$ cat src/rtl/mux_n_pipe_pkg.sv
// mux_n_pipe_pkg: shared state encoding, beat layout width and error-counter width
package mux_n_pipe_pkg;
  typedef enum logic [1:0] {EMPTY = 2'd0, ONE = 2'd1, FULL = 2'd2} state_t;
  localparam int ERR_CNT_W = 8;
  function automatic int beat_w(input int width, input int sel_w);
    return width + sel_w + 1;
  endfunction
endpackage

$ cat src/rtl/mux_n_sel.sv
// mux_n_sel: combinational N-way channel select, DEFAULT_VAL and err for out-of-range selects
module mux_n_sel #(
  parameter int N_IN = 3,
  parameter int WIDTH = 16,
  parameter int SEL_W = 2,
  parameter logic [WIDTH-1:0] DEFAULT_VAL = '0
) (
  input  logic [N_IN*WIDTH-1:0] chans,
  input  logic [SEL_W-1:0]      sel,
  output logic [WIDTH-1:0]      data,
  output logic                  err
);
  always_comb begin
    data = DEFAULT_VAL;
    for (int k = 0; k < N_IN; k++)
      if (sel == SEL_W'(k)) data = chans[k*WIDTH +: WIDTH];
  end
  assign err = 32'(sel) >= N_IN;
endmodule

$ cat src/rtl/mux_n_pipe.sv
// mux_n_pipe: N-input selector with valid/ready output stage and 2-entry skid buffer.
// Optional MUX_N_PIPE_ERR_CNT_EN adds a saturating out-of-range beat counter (err_cnt).
module mux_n_pipe
  import mux_n_pipe_pkg::*;
#(
  parameter int N_IN = 3,
  parameter int WIDTH = 16,
  parameter int SEL_W = 2,
  parameter logic [WIDTH-1:0] DEFAULT_VAL = '0
) (
  input  logic                  clock,
  input  logic                  reset_n,
  input  logic [N_IN*WIDTH-1:0] in_data,
  input  logic [SEL_W-1:0]      in_sel,
  input  logic                  in_valid,
  output logic                  in_ready,
  output logic [WIDTH-1:0]      out_data,
  output logic [SEL_W-1:0]      out_chan,
  output logic                  out_err,
  output logic                  out_valid,
  input  logic                  out_ready,
  input  logic                  err_clr,
  output logic                  sel_err
`ifdef MUX_N_PIPE_ERR_CNT_EN
  ,output logic [ERR_CNT_W-1:0] err_cnt
`endif
);
  localparam int BW = beat_w(WIDTH, SEL_W);
  state_t state, nxt;
  logic [BW-1:0] main_q, skid_q, beat;
  logic [WIDTH-1:0] sel_data;
  logic sel_oor, acc, ld_new, ld_skid, ld_from_skid;
  mux_n_sel #(.N_IN(N_IN), .WIDTH(WIDTH), .SEL_W(SEL_W), .DEFAULT_VAL(DEFAULT_VAL)) u_sel (
    .chans(in_data),
    .sel(in_sel),
    .data(sel_data),
    .err(sel_oor)
  );
  assign beat = {sel_data, in_sel, sel_oor};
  assign acc = in_valid & in_ready;
  assign {out_data, out_chan, out_err} = main_q;
  // in_ready depends on state only, so out_ready never reaches it combinationally
  always_comb begin
    nxt = state;
    in_ready = 1'b1;
    out_valid = 1'b1;
    ld_new = 1'b0;
    ld_skid = 1'b0;
    ld_from_skid = 1'b0;
    case (state)
      EMPTY: begin
        out_valid = 1'b0;
        ld_new = in_valid;
        nxt = in_valid ? ONE : EMPTY;
      end
      ONE: begin
        ld_new = in_valid & out_ready;
        ld_skid = in_valid & ~out_ready;
        nxt = (in_valid & ~out_ready) ? FULL : (~in_valid & out_ready) ? EMPTY : ONE;
      end
      FULL: begin
        in_ready = 1'b0;
        ld_from_skid = out_ready;
        nxt = out_ready ? ONE : FULL;
      end
      default: begin
        out_valid = 1'b0;
        nxt = EMPTY;
      end
    endcase
  end
  always_ff @(posedge clock or negedge reset_n)
    if (!reset_n) state <= EMPTY;
    else state <= nxt;
  always_ff @(posedge clock or negedge reset_n) begin
    if (!reset_n) begin
      main_q <= '0;
      skid_q <= '0;
      sel_err <= 1'b0;
    end else begin
      if (ld_new) main_q <= beat;
      else if (ld_from_skid) main_q <= skid_q;
      if (ld_skid) skid_q <= beat;
      sel_err <= (acc & sel_oor) | (sel_err & ~err_clr);
    end
  end
`ifdef MUX_N_PIPE_ERR_CNT_EN
  always_ff @(posedge clock or negedge reset_n) begin
    if (!reset_n) err_cnt <= '0;
    else if (err_clr) err_cnt <= '0;
    else if (acc & sel_oor & ~&err_cnt) err_cnt <= err_cnt + 1'b1;
  end
`endif
endmodule
$ cat config.mk
export PLATFORM = sky130hd
export DESIGN_NAME = mux_n_pipe
export DESIGN_NICKNAME = d
export VERILOG_FILES = /design/src/rtl/mux_n_pipe_pkg.sv /design/src/rtl/mux_n_sel.sv /design/src/rtl/mux_n_pipe.sv
export SDC_FILE = /design/constraint.sdc
export NUM_CORES = 1
export LEC_CHECK = 0
export ABC_AREA = 1
export CAP_MARGIN = 5
export CORE_MARGIN = 2
export CORE_UTILIZATION = 45
export DETAILED_ROUTE_END_ITERATION = 10
export GPL_ROUTABILITY_DRIVEN = 0
export PLACE_DENSITY = 0.85
export SKIP_LAST_GASP = 1
export SLEW_MARGIN = 20
export SYNTH_ARGS = -nofsm -noshare
export SYNTH_HDL_FRONTEND = slang
export SYNTH_SLANG_ARGS = --single-unit
$ cat constraint.sdc
create_clock -name clock -period 1.5 [get_ports clock]
set_input_delay 0.15 -clock clock [delete_from_list [all_inputs] [get_ports clock]]
set_output_delay 0.15 -clock clock [all_outputs]
set_load 0.03 [all_outputs]
==> impl_results.md <==
- Outcome: completed
- WL/cell: between 10 and 15 µm
- # nets final: 437
- Worst skew pair latency: 0.29 ns
- Vias in the first global route: between 2000 and 2500
- Area delta synth->final: 49.75%
- Reg2reg setup slack: about 0.012 ns
- Post-synth EDFFs: 0
- LEAKAGE: 1.740 nW
- # setup viols final: 0
- Fin cells: around 440
- WHS: roughly 0.32 ns
- Critical Path Start Type: flop
- Core area: between 4000 and 5000 µm²
- DRT antenna net count: 0
- Clock Pin Slew Worst Setup and Hold Paths: approximately 0.070 ns
- Total grt overflow: 0
- Max Buffers Root-to-Sink: 2
- #FFs+latches synth: 41
- Max Cap Viol: 0
- Peak Freq: approximately 670 MHz
- Largest net degree at the start of global routing: 20
- Slew @ Worst Pin: around 0.42 ns
- Worst VDD drop: ~0.8 mV
- Final WL: roughly 6300 µm
- CP endpoint kind: flop
- Die outline height: around 74 µm
- Via/cell ratio: 5.158
- Vias: 2280
- FF-to-FF path depth: 8
- Antenna violations before repair: 0
- Largest cells by area after synthesis: dfrtp_1 (46%), nand2_1 (21%), nand3_1 (17%)
- DP Cell Count: 429
- Gr usage total: 24.45%
- Detailed Place HPWL: approximately 4600 µm
- RSZ-0062 raised after global routing: yes
- Clock sinks: 41
- Synth area leader: dfrtp_1
- Final min period: around 1.5 ns
- Primary FF master, synth: dfrtp_1
- RR Endpoint: main_q[1]
- Num CTS Buffers: 5
- Max-slew violations: 0
- R2R Path Start: state[0]
- Cell area after synthesis: between 2000 and 2500 µm²
- Syn_nets: 348
- Asr flop ratio synth: 100.0%
- Initial Utilization: ~47%
- Most common cell in the netlist: nand2_1
- Number of detailed-route iterations in the first pass: 4
- Synth warnings: 0
- I/O pin count: 77
- CTS tree: yes
- Max FO, Critical Path: 7
- Distinct cells, synth: 20
- CP Data Arrival Time: ~1.7 ns
- DIE WIDTH: around 74 µm
- Antenna cells: 0
- Synth top area share: 46.15%
- Top cells by count, synth: nand2_1 (122), nand3_1 (74), dfrtp_1 (41)
- Worst Skew: about 0.0044 ns
- DIE AREA: roughly 5500 µm²
- Critical path class: reg -> reg
- Critical Path RT: between 1.5 and 2 ns
- Global-route wire length before repair: roughly 10000 µm
- Initial DRC count: ~170
- Synth Area per Inst: a little under 8 µm²
- Hold Violations, Final: 0
- DRC: 0
- # rows: 25
- HP Class: in -> async
- Synth Instances: roughly 290
- H-tree levels: 2
- Root Buffer: clkbuf_8
- Pre-CTS WS: -0.1668 ns
- Worst rel slew slack: between 70 and 80%
- Pwr/cell area: ~1500 nW/µm²
- Layout cell share with drive strength beyond 1: roughly 15%
- Buffers on Ports: 76
- Setup ws final: around 0.012 ns
- Post-synthesis sequential area ratio: a little under half
- Final worst-path cycle share: between 90% and 100%
- Power, Total: roughly 5.0 mW
[where the power goes]
group	leakage, nW	switching, mW	internal, mW
registers	0.524	0.261	1.55
logic	1.17	1.44	1.01
clock network	0.0433	0.367	0.363
total	1.74	2.07	2.93
[what timing repair did]
action	in CTS	in global routing
setup buffers	1	3
pin swaps	0	3
endpoints found under the hold margin	17	0
cloned	1	0
hold buffers	1	0
setup endpoints to repair	14	34
resized for setup	9	35
[sequential cells by signal (all words and copies together) (netlist names)]
name	count
skid_q	19
main_q	19
sel_err	1
state	2
[through the flow]
stage / setup TNS, ns / util, % / instance area [µm²]
final: 0 / 70.03 / 3329
after global routing: -0.05825 / 70.03 / 3329
after CTS: -0.005264 / 67.03 / 3187
after detailed placement: -4.058 / 64.21 / 3053
after global placement: -2.056 / 64.21 / 3053
after floorplan: 0 / - / 2223
[layer usage]
layer	global-route usage [%]	part of all wire, %
met2	41.47	51
met4	8.730	1.1
met3	3.523	5.5
met5	0	0
met1	32.15	42
[cell type report]
type,count,area [µm²]
Inverter,12,62.56
Sequential cell,41,1027
Timing Repair inverter,1,7.507
Clock inverter,1,7.507
Fill cell,389,1425
Timing Repair Buffer,96,952.2
Multi-Input combinational cell,218,1106
Clock buffer,6,82.58
Tap cell,67,83.83
[how the worst max path moves through the flow]
| stage | startpoint | slack, ns | to | depth (start not counted) |
|---|---|---|---|---|
| after floorplan | state[0] | 0.15 | main_q[10] | 8 |
| after CTS | state[1] | -0.005 | main_q[1] | 7 |
| after detailed placement | in_valid | -0.17 | main_q[15] | 7 |
| final | state[0] | 0.01 | main_q[1] | 8 |
| after global placement | in_valid | -0.08 | main_q[10] | 7 |
| after global routing | state[0] | -0.05 | main_q[1] | 8 |
[worst max-delay path: stages, from the launching register on]
cell and delay [ns]:
dfrtp_2 0.43, inv_2 0.10, ha_2 0.21, nand2_2 0.10, inv_2 0.11, buf_4 0.17
nand2_1 0.07, o21a_1 0.18, nand2_1 0.06
[logic make-up after synthesis]
logic type      after synthesis  synth area share, %
fa+ha+maj                     7                3.939
simple gates                203                39.96
flops                        41                46.15
buf+inv                      27                7.766
compound gates                8                2.194
[cells in the final DEF (no fill, tap or decap), drive strengths merged]
master,count
nand3,76
a31o,1
o21a,2
buf,22
clkdlybuf4s50,54
nand3b,1
clkinvlp,4
dlymetal6s2s,14
ha,7
inv,10
dfrtp,41
a21oi,1
nand2,123
dlygate4sd3,1
clkbuf,6
dlygate4sd2,5
o21ai,4
nor2,3
Power figures use the tool's default switching activity.
